File: src/rtl/des_pkg.sv
// -----------------------------------------------------------------------------
// des_pkg
// Shared definitions for the DES round sequencing logic.
//   DES_ROUNDS        : rounds in a full DES block
//   round_idx_t       : 4-bit round index
//   sched_state_e     : one-hot state encoding of the round scheduler FSM
//   ENC_SHIFT/DEC_SHIFT : per-round C/D rotate amounts, indexed by round
// -----------------------------------------------------------------------------
package des_pkg;

  localparam int DES_ROUNDS = 16;

  typedef logic [3:0] round_idx_t;

  typedef enum logic [3:0] {
    ST_IDLE   = 4'b0001,
    ST_ISSUE  = 4'b0010,
    ST_WAIT   = 4'b0100,
    ST_FINISH = 4'b1000
  } sched_state_e;

  // Encrypt rotates left starting from the PC1 output, so round 0 already
  // shifts. Decrypt rotates right and round 0 uses C0/D0 unchanged.
  localparam logic [1:0] ENC_SHIFT [DES_ROUNDS] = '{
    2'd1, 2'd1, 2'd2, 2'd2, 2'd2, 2'd2, 2'd2, 2'd2,
    2'd1, 2'd2, 2'd2, 2'd2, 2'd2, 2'd2, 2'd2, 2'd1
  };

  localparam logic [1:0] DEC_SHIFT [DES_ROUNDS] = '{
    2'd0, 2'd1, 2'd2, 2'd2, 2'd2, 2'd2, 2'd2, 2'd2,
    2'd1, 2'd2, 2'd2, 2'd2, 2'd2, 2'd2, 2'd2, 2'd1
  };

endpackage

File: src/rtl/des_shift_schedule.sv
// -----------------------------------------------------------------------------
// des_shift_schedule
// Pure combinational lookup of the C/D rotate amount for one round.
//   round_idx  in  4  round index 0..15
//   decrypt    in  1  0 = encrypt schedule, 1 = decrypt schedule
//   shift_amt  out 2  rotate amount (0, 1 or 2)
// -----------------------------------------------------------------------------
module des_shift_schedule
  import des_pkg::*;
(
  input  round_idx_t  round_idx,
  input  logic        decrypt,
  output logic [1:0]  shift_amt
);

  always_comb begin
    if (decrypt) shift_amt = DEC_SHIFT[round_idx];
    else         shift_amt = ENC_SHIFT[round_idx];
  end

endmodule

File: src/rtl/des_round_scheduler.sv
// -----------------------------------------------------------------------------
// des_round_scheduler
// Steps the shared DES round core through NUM_ROUNDS rounds per job, with a
// start/ready/done handshake per round and a per-round watchdog.
//   ap_clk, ap_rst        clock, synchronous active-high reset
//   ap_start/ap_done/ap_ready/ap_idle   job-level block handshake
//   decrypt               direction, sampled when the job is accepted
//   error                 sticky watchdog abort, cleared on next accept
//   core_start/core_ready/core_done     round core handshake
//   round_idx, shift_amt, shift_dir, first_round   per-round control
//   total_shift           running sum of issued shift amounts
//
// state  | meaning
// IDLE   | waiting for ap_start
// ISSUE  | core_start asserted until core_ready
// WAIT   | round accepted, waiting for core_done, watchdog running
// FINISH | one-cycle ap_done/ap_ready pulse
// -----------------------------------------------------------------------------
module des_round_scheduler
  import des_pkg::*;
#(
  parameter int NUM_ROUNDS     = 16,
  parameter int TIMEOUT_CYCLES = 255,
  parameter int CNT_W          = 8
) (
  input  logic        ap_clk,
  input  logic        ap_rst,
  input  logic        ap_start,
  input  logic        decrypt,
  output logic        ap_done,
  output logic        ap_ready,
  output logic        ap_idle,
  output logic        error,
  output logic        core_start,
  input  logic        core_ready,
  input  logic        core_done,
  output logic [3:0]  round_idx,
  output logic [1:0]  shift_amt,
  output logic        shift_dir,
  output logic        first_round,
  output logic [4:0]  total_shift
);

  localparam round_idx_t LAST_ROUND = round_idx_t'(NUM_ROUNDS - 1);
  // The watchdog holds the number of completed WAIT cycles, so the limit is
  // reached on the cycle where it still reads TIMEOUT_CYCLES-1.
  localparam logic [CNT_W-1:0] WD_LAST =
    (TIMEOUT_CYCLES == 0) ? '0 : CNT_W'(TIMEOUT_CYCLES - 1);
  localparam bit WD_EN = (TIMEOUT_CYCLES != 0);

  sched_state_e     state, state_nxt;
  round_idx_t       round_nxt;
  logic             dir_nxt;
  logic             err_nxt;
  logic [4:0]       tot_nxt;
  logic [CNT_W-1:0] wd, wd_nxt;
  logic             round_done;

  des_shift_schedule u_shift_schedule (
    .round_idx (round_idx),
    .decrypt   (shift_dir),
    .shift_amt (shift_amt)
  );

  assign core_start  = (state == ST_ISSUE);
  assign ap_done     = (state == ST_FINISH);
  assign ap_ready    = (state == ST_FINISH);
  assign ap_idle     = (state == ST_IDLE) && !ap_start;
  assign first_round = (round_idx == '0);

  always_comb begin
    state_nxt  = state;
    round_nxt  = round_idx;
    dir_nxt    = shift_dir;
    err_nxt    = error;
    tot_nxt    = total_shift;
    wd_nxt     = wd;
    round_done = 1'b0;

    case (state)
      ST_IDLE: begin
        if (ap_start) begin
          dir_nxt   = decrypt;
          round_nxt = '0;
          tot_nxt   = '0;
          err_nxt   = 1'b0;
          wd_nxt    = '0;
          state_nxt = ST_ISSUE;
        end
      end
      ST_ISSUE: begin
        if (core_ready) begin
          tot_nxt = total_shift + {3'b000, shift_amt};
          wd_nxt  = '0;
          // A zero-latency core completes in the accept cycle itself.
          if (core_done) round_done = 1'b1;
          else           state_nxt  = ST_WAIT;
        end
      end
      ST_WAIT: begin
        wd_nxt = wd + CNT_W'(1);
        if (core_done) begin
          round_done = 1'b1;
        end else if (WD_EN && (wd == WD_LAST)) begin
          err_nxt   = 1'b1;
          state_nxt = ST_FINISH;
        end
      end
      ST_FINISH: begin
        state_nxt = ST_IDLE;
      end
      default: begin
        state_nxt = ST_IDLE;
      end
    endcase

    if (round_done) begin
      if (round_idx == LAST_ROUND) begin
        state_nxt = ST_FINISH;
      end else begin
        round_nxt = round_idx + round_idx_t'(1);
        state_nxt = ST_ISSUE;
      end
    end
  end

  always_ff @(posedge ap_clk) begin
    if (ap_rst) begin
      state       <= ST_IDLE;
      round_idx   <= '0;
      shift_dir   <= 1'b0;
      error       <= 1'b0;
      total_shift <= '0;
      wd          <= '0;
    end else begin
      state       <= state_nxt;
      round_idx   <= round_nxt;
      shift_dir   <= dir_nxt;
      error       <= err_nxt;
      total_shift <= tot_nxt;
      wd          <= wd_nxt;
    end
  end

endmodule

File: config.mk
export PLATFORM = sky130hd
export DESIGN_NAME = des_round_scheduler
export DESIGN_NICKNAME = d
export VERILOG_FILES = /design/src/rtl/des_pkg.sv /design/src/rtl/des_shift_schedule.sv /design/src/rtl/des_round_scheduler.sv
export SDC_FILE = /design/constraint.sdc
export NUM_CORES = 1
export LEC_CHECK = 0
export CORE_ASPECT_RATIO = 1.4
export CORE_MARGIN = 2
export CORE_UTILIZATION = 65
export CTS_CLUSTER_SIZE = 10
export DETAILED_ROUTE_END_ITERATION = 7
export DONT_BUFFER_PORTS = 1
export PLACE_DENSITY = 0.88
export REMOVE_ABC_BUFFERS = 1
export SYNTH_ARGS = -nofsm -noshare
export SYNTH_HDL_FRONTEND = slang
export SYNTH_SLANG_ARGS = --single-unit
File: constraint.sdc
create_clock -name ap_clk -period 4.23 [get_ports ap_clk]
set_input_delay 0.6345 -clock ap_clk [delete_from_list [all_inputs] [get_ports ap_clk]]
set_output_delay 0.6345 -clock ap_clk [all_outputs]
set_load 0.02 [all_outputs]
Word level (Yosys, flattened, before mapping)

Memories as Yosys holds them, arrays and structs flattened.
Index checks and enable logic that the tools add are counted.

$add $sub $neg: 3
$lt $le $gt $ge: 1
Equality and inequality tests: 15
Muxes and demuxes: 30
Bitwise operators: 1
Reduce and logical (&&, ||, !) cells: 11

Operator list:

| kind                                                            | count |
|---|---|
| 4-bit 2-to-1 mux                                                | 11 |
| 8-bit case mux with 3 select lines                              | 1 |
| 8-bit 2-to-1 mux                                                | 2 |
| 4-bit case mux with 3 select lines                              | 1 |
| 2-bit 2-to-1 mux                                                | 5 |
| 5-bit 2-to-1 mux                                                | 2 |
| 5-bit case mux with 2 select lines                              | 1 |
| 3-bit != test, second input constant                            | 3 |
| 8-bit by 1-bit adder with 8-bit output, second input constant   | 1 |
| 4-bit == test, second input constant                            | 2 |
| 8-bit == test, second input constant                            | 1 |
| 2-bit != test, second input constant                            | 3 |
| 3-bit AND reduction                                             | 2 |
| 5-bit by 2-bit adder with 5-bit output                          | 1 |
| 5-bit greater-or-equal comparator, second input constant        | 1 |
| 1-bit 2-to-1 mux                                                | 5 |
| 4-bit inverter with 5-bit output                                | 1 |
| 5-bit AND reduction                                             | 1 |
| 4-bit by 1-bit adder with 4-bit output, second input constant   | 1 |
| 4-bit by 1-bit == test with 1-bit output, second input constant | 1 |
| 4-bit by 2-bit == test with 1-bit output, second input constant | 1 |
| 4-bit by 3-bit == test with 1-bit output, second input constant | 1 |
| 4-bit logical NOT                                               | 1 |
| 1-bit case mux with 2 select lines                              | 2 |
| other kinds (9)                                                 | 10 |

Register bits after elaboration: 23
Bits in read-only memories: 64
Bits of input ports: 6
Word-level logic and storage cells: 69
Memories kept: 2

Memories:

| name             | depth | width | rd ports | clocked after Yosys merged registers in | write ports | RTL line                 | text |
|---|---|---|---|---|---|---|---|
| (name not given) | 16    | 2     | 1        | 0                                       | 0           | des_shift_schedule.sv:18 | `else shift_amt = ENC_SHIFT[round_idx];` |
| (name not given) | 16    | 2     | 1        | 0                                       | 0           | des_shift_schedule.sv:17 | `if (decrypt) shift_amt = DEC_SHIFT[round_idx];` |

Logic depth before layout (Yosys ltp)

Gate-level depths: netlist of run 1.

Word-level depth: 8
Mapped depth: 11

By module

Synthesis of run 1 repeated with hierarchy kept, for this count alone.

Cells, all modules: 159
Area, all modules: 1367.6 um2

Modules (own cells, without submodules):

| module              | instances | cells an instance | area an instance (um2) |
|---|---|---|---|
| des_round_scheduler | 1         | 150               | 1320.0 |
| des_shift_schedule  | 1         | 9                 | 47.5 |

Worst setup path after synthesis of run 1

No wires, ideal clock.

Path kind: register to register
Start: reg round_idx[1]
End: reg total_shift[4]
Setup time: 114 ps
Data arrival time: 2339 ps
Required time: 4116 ps
Slack: 1777 ps
Stages on the path, launching flop included: 12
Path buffers: 0
Clock period less this slack: 2453 ps
Cell sequence: dfxtp_1 inv_1 ha_1 a21oi_1 nor2_1 a21oi_1 o21ai_0 ha_1 fa_1 nand4_1 xor2_1 nor2_1

Word-level cells in the longest chain between the ends: 8

Ends and longest elaborated chain:

| what                                                     | RTL line                                           | text |
|---|---|---|
| start, declared                                          | des_round_scheduler.sv:37                          | `output logic [3:0] round_idx,` |
| start signal, assigned                                   | des_round_scheduler.sv:137                         | `round_idx <= round_nxt;` |
| 4-bit inverter with 5-bit output (implied by the code) * | des_shift_schedule.sv:17, des_shift_schedule.sv:18 |  |
| memory read 16 x 2 bit (on tied branches)                | -                                                  |  |
| 2-bit 2-to-1 mux (on tied branches) (2 in a row)         | des_shift_schedule.sv:18, des_shift_schedule.sv:17 |  |
| 2-bit 2-to-1 mux *                                       | des_shift_schedule.sv:17                           |  |
| named net shift_amt[0]                                   | des_round_scheduler.sv:38                          | `output logic [1:0] shift_amt,` |
| 5-bit by 2-bit adder with 5-bit output *                 | des_round_scheduler.sv:93                          | `tot_nxt = total_shift + {3'b000, shift_amt};` |
| 5-bit 2-to-1 mux *                                       | des_round_scheduler.sv:92                          | `if (core_ready) begin` |
| 5-bit case mux with 2 select lines *                     | des_round_scheduler.sv:80                          | `case (state)` |
| end signal, assigned                                     | des_round_scheduler.sv:140                         | `total_shift <= tot_nxt;` |
| end, declared                                            | des_round_scheduler.sv:41                          | `output logic [4:0] total_shift` |

The timed path passes the listed nets; every way through them passes the cells marked *. The select of a mux whose other input is x is not followed.
A chain may end at the register's enable or synchronous reset.

Final worst setup path of run 1

Same ends and word-level chain as after synthesis.

==> results.md, run 1 <==
* Run status: finished clean
* Starting density of the core at 70.1%
* Element type at the critical path end: register
* Number of endpoints failing setup at the final stage at 0
* Share of final-layout standard cells stronger than drive strength 1 at 9.26%
* Worst hold-check slack at 0.364 ns
* Detailed Routing Iterations Pass 1 at 3
* Switching share of total power at 41.5%
* Critical Path Fanout Max at 7
* Arrival time worst endpoint at 2.90 ns
* Hold Vio Cnt, Final at 0
* Post-route clock skew at 0.0115 ns
* Slowest CP cell: dfxtp_1
* Shortest period the worst path allows at 2.66 ns
* Worst VDD drop at 289 uV
* Standby leakage power at 0.000520 uW
* Area leader, netlist: dfxtp_1
* Transition time at the pin with the least slew margin at 0.993 ns
* Cell at the root of the clock tree: clkbuf_4
* Max H-tree Level at 1
* Placeable Area at 2000 sq um
* I/O pin cnt at 24
* Total via count after detailed routing at 1,122
* Required time at the endpoint of the critical path at 4.46 ns
* Sw power at 253 uW
* Initial drt markers at 17
* Antenna violations before repair at 0
* Yosys synthesis warning count at 0
* Floorplan die width at 43.2 um
* Class of the worst hold path: input port to register
* Area growth from synthesis to layout at 1.16%
* Category of the most critical setup path: register to register
* Average cell area after synthesis at 8.43 sq um
* Port Buf Inserts at 0
* Clock slew seen by the registers of the worst setup and hold paths at 0.13 ns
* Ranking of synthesized cells by area: dfxtp_1 (33%), ha_1 (8.0%), nor2_1 (6.2%)
* Post-synth cell types at 46
* Clock network power share at 16.9%
* # rows at 19
* Gp weighted congestion at 0.796
* Seq/Total Area, Yosys at 32.9%
* First-pass GRT wire length at 4490 um
* Crit share post-route at 63.0%
* Fraction of post-synthesis cell area in the top cell type by area at 32.9%
* Largest net degree at the start of global routing at 16
* Die outline area at 2550 sq um
* Number of global-route vias before repair at 1,079
* Buf+Inv Stages, Crit Path at 1
* WL per Instance at 14.7 um
* Count of max-cap constraint violations at 0
* Syn Inst Count at 166
* Die height at 58.9 um
* Number of setup buffers added after CTS at 0
* DP HPWL at 2100 um
* Number of flops mapped to enable cells by yosys at 0
* Total Negative Setup Slacks at 0 ns
* Max-slew violation count at 0
* Via density at 6.13
* Clock Latency Late Sink at 0.32 ns
* End-of-flow core utilization at 70.9%
* Flip-flop and latch count after synthesis at 23
* Internal Pwr Total at 357 uW
* Number of inserted diodes at 0
* Mapped cell area at 1400 sq um
* Delay of the slowest critical-path stage at 0.57 ns
* Share of flip-flops with an asynchronous set or reset after synthesis at 0%
* Max-slew headroom at 33.2%
* Sink count of the clock tree at 23
* Cell-by-cell trace of the critical path: inv_1 > ha_1 > a21oi_1 > nor2_1 > a21oi_1 > o21ai_0 > ha_1 > fa_1 > nand4_1 > xor2_1 > nor2_1
* Overall fraction of global-route tracks in use at 23.3%
* Total overflow reported by the global router at 0
* NumNets Final at 179
* Number of nets with antenna violations after routing at 0
* Portion of total power attributed to combinational logic at 36.4%
* Detailed-route wire length at 2700 um
* Power density normalized to cell area at 431 nW/um^2
* Family with the most delay on the worst path: adder cells
* DRC at 0
* Fmax achieved at 0.375 GHz
* CP Launch Type: register
* Post-synth top flop: dfxtp_1
* Hold bufs inserted after CTS at 0
* Gates resized, CTS repair at 0
* Share of power burned in registers at 46.7%
* TritonCTS clock tree: built
* Buffer levels on the longest clock path at 2
* Setup repair after global routing missed its margin: no
* Total CTS buffers at 3
-- flip-flops by register name (all words and copies together) (netlist names) --
signal / flops
error: 1
round_idx: 4
shift_dir: 1
total_shift: 5
state: 4
wd: 8
-- cell families after synthesis --
kind of cell | Yosys count | share of synthesized area, %
compound gates | 39 | 19.3
mux | 2 | 1.43
flops | 23 | 32.9
xor+xnor | 8 | 5.00
fa+ha+maj | 10 | 9.47
buf+inv | 15 | 5.00
simple gates | 69 | 26.9
-- power groups by stage --
| stage | Combinational, uW | Clock [uW] | Sequential (uW) |
|---|---|---|---|
| finish | 222 | 103 | 285 |
| global route | 244 | 116 | 291 |
| CTS | 225 | 104 | 284 |
| detailed placement | 223 | 0 | 289 |
| global placement | 217 | 0 | 287 |
| floorplan | 185 | 0 | 277 |
-- per-layer routing --
layer / vias to the layer above / global-route usage [%] / wire length [um] / share of wire [%]
li1: 573 / - / - / -
met1: 524 / 23.7 / 1100 / 41
met2: 18 / 45.0 / 1470 / 54
met3: 7 / 3.37 / 71 / 2.6
met4: 0 / 10.8 / 59 / 2.2
met5: - / 0 / 0 / 0
-- worst paths after layout --
path | from | end | slack, ns | depth (start not counted)
worst min register to register | wd[0] | wd[0] | 0.51 | 2
worst min-delay path | ap_rst | total_shift[1] | 0.36 | 1
worst max-delay path | round_idx[1] | total_shift[4] | 1.57 | 11
worst max register to register | round_idx[1] | total_shift[4] | 1.57 | 11
-- cell type report --
cell class              count  area [sq um]
multi-input cells         128           876
fillers                   154           581
flip-flops and latches     23           460
inverters                   7          26.3
well taps                  21          26.3
clock buffers               3          22.5
clock inverters             1          5.00
-- stage by stage --
step / cells / instance area, sq um / setup slack [ns] / power, uW
2_1_floorplan: 158 / 1360 / 1.71 / 462
3_3_place_gp: 179 / 1390 / 1.65 / 504
3_5_place_dp: 179 / 1390 / 1.57 / 512
4_1_cts: 183 / 1420 / 1.54 / 613
5_1_grt: 183 / 1420 / 1.33 / 650
6_report: 183 / 1420 / 1.57 / 610
-- cell usage in the layout (no fill, tap or decap), types with 3 or more instances in the layout --
cell type and count:
ha_1 9, nand2b_1 4, nand2_1 11, xor2_1 7, nor3_1 3, nor2_1 23, clkbuf_4 3, a21oi_1 13
nor3b_1 6, nand3_1 4, dfxtp_1 23, inv_1 7, o21ai_0 9
-- cells in the mapped netlist (3+ instances only) --
cell type	n
clkbuf_1	4
dfxtp_1	23
nor3b_1	6
nand2b_1	4
nand3_1	4
xor2_1	7
a21oi_1	13
inv_1	7
nor2_1	23
o21ai_0	9
nand2_1	11
nor3_1	3
ha_1	9
(Power assumes the default switching activity.)
==> inputs of run 2 (changes only) <==
Settings changed: CORE_UTILIZATION 65 to 62, PLACE_DENSITY 0.88 to 0.85.
Clock period 4.23 ns to 2.6 ns, I/O delays scaled along.
==> results.md, run 2 (synthesis results as in run 1) <==
* End-of-flow core utilization at 67.6% (-3.3 points)
* Fillers at 189 (+23%)
* Total via count after detailed routing at 1,157 (+3.1%)
* Detailed-route wire length at 2840 um (+5.2%)
* Placeable Area at 2150 sq um (+7.8%)
* Clock slew seen by the registers of the worst setup and hold paths at 0.13 ns (about the same)
* Die height at 60.2 um (+2.2%)
* Count of max-cap constraint violations at 0 (unchanged)
* Area growth from synthesis to layout at 3.93%
* Biggest registers after layout: wd x8, total_shift x5
* Buffer levels on the longest clock path at 2 (unchanged)
* TritonCTS clock tree: built
* I/O pin cnt at 24 (unchanged)
* # rows at 20 (+1)
* Switching share of total power at 41.4% (-0.18 points)
* Category of the most critical setup path: register to primary output
* Clock Latency Late Sink at 0.32 ns (about the same)
* Number of flip-flops in the largest register at 8 (unchanged)
* DRC at 0 (unchanged)
* Share of final-layout standard cells stronger than drive strength 1 at 12.0% (+2.7 points)
* Gates resized, CTS repair at 0 (unchanged)
* Shortest period the worst path allows at 2.40 ns
* Max H-tree Level at 1 (unchanged)
* Critical Path Fanout Max at 6 (-1)
* WL per Instance at 15.0 um (+1.9%)
* Via density at 6.12 (-0.15%)
* Portion of total power attributed to combinational logic at 37.1% (+0.7 points)
* CP Launch Type: register
* Post-route clock skew at 0.00721 ns (-0.00424 ns)
* Total Negative Setup Slacks at 0 ns (unchanged)
* Share of power burned in registers at 46.2% (-0.5 points)
* Most flops, register: wd
* CP Launch Point: round_idx[0]
* DP HPWL at 2220 um (+5.8%)
* Total overflow reported by the global router at 0 (unchanged)
* Top library cells by usage in the layout, fill and taps aside: nor2_1 (23), dfxtp_1 (23), a21oi_1 (13)
* Class of the worst hold path: input port to register
* Sink count of the clock tree at 23 (unchanged)
* NumNets Final at 184 (+2.8%)
* Floorplan die width at 44.2 um (+2.2%)
* Crit share post-route at 92.2%
* Cell at the root of the clock tree: clkbuf_4
* Fmax achieved at 0.417 GHz
* Starting density of the core at 65.1% (-5.1 points)
* Hold Vio Cnt, Final at 0 (unchanged)
* Source of the worst register-to-register timing path: round_idx[0]
* Detailed Routing Iterations Pass 1 at 4 (+1)
* Number of global-route vias before repair at 1,101 (+2.0%)
* Required time at the endpoint of the critical path at 2.21 ns (-2.25 ns)
* Power density normalized to cell area at 691 nW/um^2 (+60%)
* Die outline area at 2660 sq um (+4.4%)
* Total CTS buffers at 3 (unchanged)
* Overall fraction of global-route tracks in use at 22.5% (-0.74 points)
* Internal Pwr Total at 590 uW (+65%)
* Setup Slack @ Placement at 0.315 ns (-1.25 ns)
* Slack of the critical path at 0.204 ns (-1.36 ns)
* Hold bufs inserted after CTS at 0 (unchanged)
* Number of nets with antenna violations after routing at 0 (unchanged)
* Clock network power share at 16.7% (-0.2 points)
* Arrival time worst endpoint at 2.01 ns (-0.89 ns)
* Largest net degree at the start of global routing at 16 (unchanged)
* First-pass GRT wire length at 4440 um (-1.2%)
* Standby leakage power at 0.000546 uW (+5.0%)
* Max-slew violation count at 0 (unchanged)
* Critical hold path startpoint: ap_rst
* Run status: finished clean
* Port Buf Inserts at 0 (unchanged)
* Number of endpoints failing setup at the final stage at 0 (unchanged)
* Gp weighted congestion at 0.786 (-1.3%)
* Setup repair after global routing missed its margin: no
* Antenna violations before repair at 0 (unchanged)
* Worst VDD drop at 548 uV (+89%)
* Sw power at 416 uW (+64%)
* Element type at the critical path end: primary output
* Number of inserted diodes at 0 (unchanged)
* Number of setup buffers added after CTS at 0 (unchanged)
* Max-slew headroom at 55.8% (+23 points)
* Initial drt markers at 23 (+6)
* Transition time at the pin with the least slew margin at 0.662 ns (-0.332 ns)
-- run 2: cell count changes in the layout (fill, tap and decap cells not counted), sizes merged --
| cell | before | now |
|---|---|---|
| buf | 0 | 5 |
-- run 2: worst max-delay path, stage by stage (launching register included) --
cell and delay (ns):
dfxtp_1 0.56, inv_1 0.16, ha_1 0.22, a21oi_1 0.14, nor2_1 0.05, a31oi_1 0.35, buf_4 0.22
-- run 2: worst paths after layout --
check | slack (ns) | depth (start not counted) | end
setup reg to reg | 0.31 | 9 | total_shift[4]
hold reg to reg | 0.50 | 2 | wd[0]
setup / recovery | 0.20 | 6 | shift_amt[1]
hold / removal | 0.12 | 1 | total_shift[1]
-- run 2: layer usage --
metal  track usage (%)  up-vias  wire (um)
met2              45.2       26       1550
met3              2.72        7        100
met5                 0        -          0
met4              9.52        0         53
met1              22.2      537       1130
li1                  -      587          -
-- run 2: power groups by stage --
stage	clock network (uW)	logic [uW]	registers (uW)
2_1_floorplan	0	302	451
3_3_place_gp	0	365	466
3_5_place_dp	0	374	471
4_1_cts	172	376	462
5_1_grt	185	412	471
6_report	168	373	465
-- run 2: final cells by class --
cell class              instances  area [sq um]  area share (%)
well taps                      22          27.5            1.89
repair buffers                  5          37.5            2.58
clock buffers                   3          22.5            1.55
multi-input cells             128           876            60.2
inverters                       7          26.3            1.81
clock inverters                 1          5.00           0.344
flip-flops and latches         23           460            31.6
-- run 2: metrics by stage --
step	total power [uW]	hold WS, ns	instances	area, sq um
floorplan	752	0.456	158	1360
global placement	831	0.463	185	1430
detailed placement	845	0.463	185	1430
CTS	1010	0.112	189	1460
global route	1070	0.0983	189	1460
finish	1010	0.117	189	1460
==> inputs of run 3 (changes only) <==
Settings changed: ABC_AREA from default to 1, CORE_UTILIZATION 62 to 45, PLACE_DENSITY 0.85 to 0.67.
==> results.md, run 3 <==
* Share of final-layout standard cells stronger than drive strength 1 at 21.2% (+9.3 points)
* Most flops, register: wd
* Number of endpoints failing setup at the final stage at 0 (unchanged)
* R2R depth at 11 (+2)
* Initial drt markers at 27 (+17%)
* Port Buf Inserts at 0 (unchanged)
* Max-slew violation count at 0 (unchanged)
* Transition time at the pin with the least slew margin at 0.704 ns (+0.0422 ns)
* Critical R2R Capture: total_shift[4]
* Ranking of synthesized cells by area: dfxtp_1 (31%), nand2_1 (11%), nand3_1 (8.4%)
* Worst hold path cell count at 1 (unchanged)
* Number of flops mapped to enable cells by yosys at 0 (unchanged)
* Compound-cell area share of the yosys netlist at 13.4% (-5.9 points)
* Share of flip-flops with an asynchronous set or reset after synthesis at 0% (unchanged)
* Antenna violations before repair at 0 (unchanged)
* Top library cells by usage in the layout, fill and taps aside: nand2_1 (44), nand3_1 (25), inv_1 (24)
* Worst Hold Path EP: wd[3]
* Mux cell area share after synthesis at 0% (-1.4 points)
* Cell-by-cell trace of the critical path: inv_1 > ha_1 > nand2_1 > a32oi_1 > ha_1 > fa_1 > nand3_1 > xor2_1 > nor2_1 > nand2_1 > a21oi_1
* Sink count of the clock tree at 23 (unchanged)
* Flip-flop and latch count after synthesis at 23 (unchanged)
* Fmax achieved at 0.467 GHz (+12%)
* Tot Pwr at 871 uW (-13%)
* Main combinational cell family by area after synthesis: simple AND/OR/NAND/NOR gates
* Total overflow reported by the global router at 0 (unchanged)
* Arrival time worst endpoint at 2.31 ns (+0.30 ns)
* WL per Instance at 12.2 um (-19%)
* FF-to-FF setup slack at 0.46 ns (+0.15 ns)
* Hold bufs inserted after CTS at 0 (unchanged)
* # rows at 24 (+20%)
* Most common cell in the synthesized netlist: nand2_1
* Starting density of the core at 47.2% (-18 points)
* Floorplan die width at 52.6 um (+19%)
* NumNets Final at 229 (+24%)
* Category of the most critical setup path: register to register
* Setup repair after global routing missed its margin: no
* Power density normalized to cell area at 541 nW/um^2 (-22%)
* Buffer levels on the longest clock path at 2 (unchanged)
* Slowest CP cell: fa_1
* Total Negative Setup Slacks at 0 ns (unchanged)
* Overall fraction of global-route tracks in use at 17.5% (-5.0 points)
* Detailed Routing Iterations Pass 1 at 4 (unchanged)
* Number of global-route vias before repair at 1,235 (+12%)
* Total CTS buffers at 3 (unchanged)
* I/O pin cnt at 24 (unchanged)
* CP Launch Point: round_idx[1]
* Largest net degree at the start of global routing at 16 (unchanged)
* Total via count after detailed routing at 1,291 (+12%)
* Number of setup buffers added after CTS at 0 (unchanged)
* Mapped cell area at 1490 sq um (+6.3%)
* Adder and majority gate portion of the synthesized area at 8.91% (-0.57 points)
* Seq/Total Area, Yosys at 30.9% (-2.0 points)
* Biggest registers after layout: wd x8, total_shift x5
* Placeable Area at 3150 sq um (+47%)
* Source of the worst register-to-register timing path: round_idx[1]
* Xor-xnor portion of the synthesized cell area at 1.76% (-3.2 points)
* Hold Vio Cnt, Final at 0 (unchanged)
* Area growth from synthesis to layout at 8.15%
* Clock Latency Late Sink at 0.27 ns (-0.05 ns)
* First-pass GRT wire length at 5110 um (+15%)
* Standby leakage power at 0.000701 uW (+28%)
* Syn Inst Count at 205 (+23%)
* Area leader, netlist: dfxtp_1
* Number of inserted diodes at 0 (unchanged)
* Number of nets with antenna violations after routing at 0 (unchanged)
* Critical Path Fanout Max at 5 (-1)
* Max H-tree Level at 1 (unchanged)
* Buf+Inv Stages, Crit Path at 1 (-1)
* CP Launch Type: register
* DP HPWL at 2380 um (+7.2%)
* Delay of the slowest critical-path stage at 0.42 ns (-0.14 ns)
* Post-synth cell types at 30 (-35%)
* Leading post-synthesis cells by instance count: nand2_1 (44), nand3_1 (25), inv_1 (24)
* Element type at the critical path end: register
* Most frequent standard cell in the layout excluding fill and tap cells: nand2_1
* Crit share post-route at 82.4% (-9.7 points)
* Die height at 72.1 um (+20%)
* Post-synth top flop: dfxtp_1
* Class of the worst hold path: input port to register
* Clock slew seen by the registers of the worst setup and hold paths at 0.08 ns (-0.05 ns)
* Yosys synthesis warning count at 0 (unchanged)
* Max-slew headroom at 52.9% (-2.9 points)
* Simple-gate share of the synthesized area at 37.2% (+10 points)
* Cell at the root of the clock tree: clkbuf_8
* Storage element area at 460 sq um (unchanged)
* Shortest period the worst path allows at 2.14 ns (-0.253 ns)
* Post-route clock skew at 0.00347 ns (-0.00374 ns)
* Multi-input logic area at 912 sq um (+4.1%)
* Worst VDD drop at 293 uV (-47%)
* Gates resized, CTS repair at 0 (unchanged)
* Fillers at 326 (+72%)
* Average cell area after synthesis at 7.26 sq um (-14%)
* Run status: finished clean
* Detailed-route wire length at 3070 um (+8.0%)
* Die outline area at 3790 sq um (+43%)
* Count of max-cap constraint violations at 0 (unchanged)
* TritonCTS clock tree: built
* Critical hold path startpoint: ap_rst
* Via density at 5.14 (-16%)
* Number of flip-flops in the largest register at 8 (unchanged)
* Family with the most delay on the worst path: adder cells
* Required time at the endpoint of the critical path at 2.76 ns (+0.55 ns)
* DRC at 0 (unchanged)
* Fraction of post-synthesis cell area in the top cell type by area at 30.9% (-2.0 points)
* Gp weighted congestion at 0.847 (+7.7%)
[run 3: how the worst max path moves through the flow]
stage / end / slack (ns) / cells after the start
finish: total_shift[4] / 0.46 / 11
global placement: total_shift[4] / 0.54 / 11
detailed placement: total_shift[4] / 0.46 / 11
CTS: total_shift[4] / 0.44 / 11
floorplan: total_shift[4] / 0.27 / 11
global route: total_shift[4] / 0.27 / 11
[run 3: report_power, final]
part	internal, uW	total, uW	switching [uW]
clock network	107	225	118
logic	76.2	248	172
registers	371	397	26.7
[run 3: cell type report]
| class | instances | share of cell area, % |
|---|---|---|
| multi-input cells | 152 | 56.6 |
| flip-flops and latches | 23 | 28.6 |
| inverters | 28 | 6.53 |
| well taps | 39 | 3.03 |
| clock buffers | 3 | 2.56 |
| repair buffers | 5 | 2.33 |
| clock inverters | 1 | 0.311 |
[run 3: kinds of logic after synthesis]
kind of cell | count (synthesis)
flip-flops | 23
AND/OR/NAND/NOR | 107
adder cells (fa/ha/maj) | 10
XOR/XNOR | 3
AO/OA/AOI/OAI | 32
buffers and inverters | 30
[run 3: metal layers]
layer	share of wire, %	GRT usage (%)	vias to the layer above	routed length [um]
li1	-	-	683	-
met1	43	19.2	585	1320
met2	52	32.1	18	1590
met3	3.3	2.88	5	101
met4	1.6	7.41	0	50
met5	0	0	-	0
[run 3: per-stage QoR]
step           instances  util (%)  hold slack, ns  setup WS, ns  cell area [sq um]
5_1_grt              251      51.1           0.162         0.266               1610
4_1_cts              251      51.1           0.167         0.445               1610
2_1_floorplan        203         -           0.452         0.273               1480
3_5_place_dp         247      49.6           0.455         0.463               1560
3_3_place_gp         247      49.6           0.455         0.537               1560
6_report             251      51.1           0.173         0.456               1610
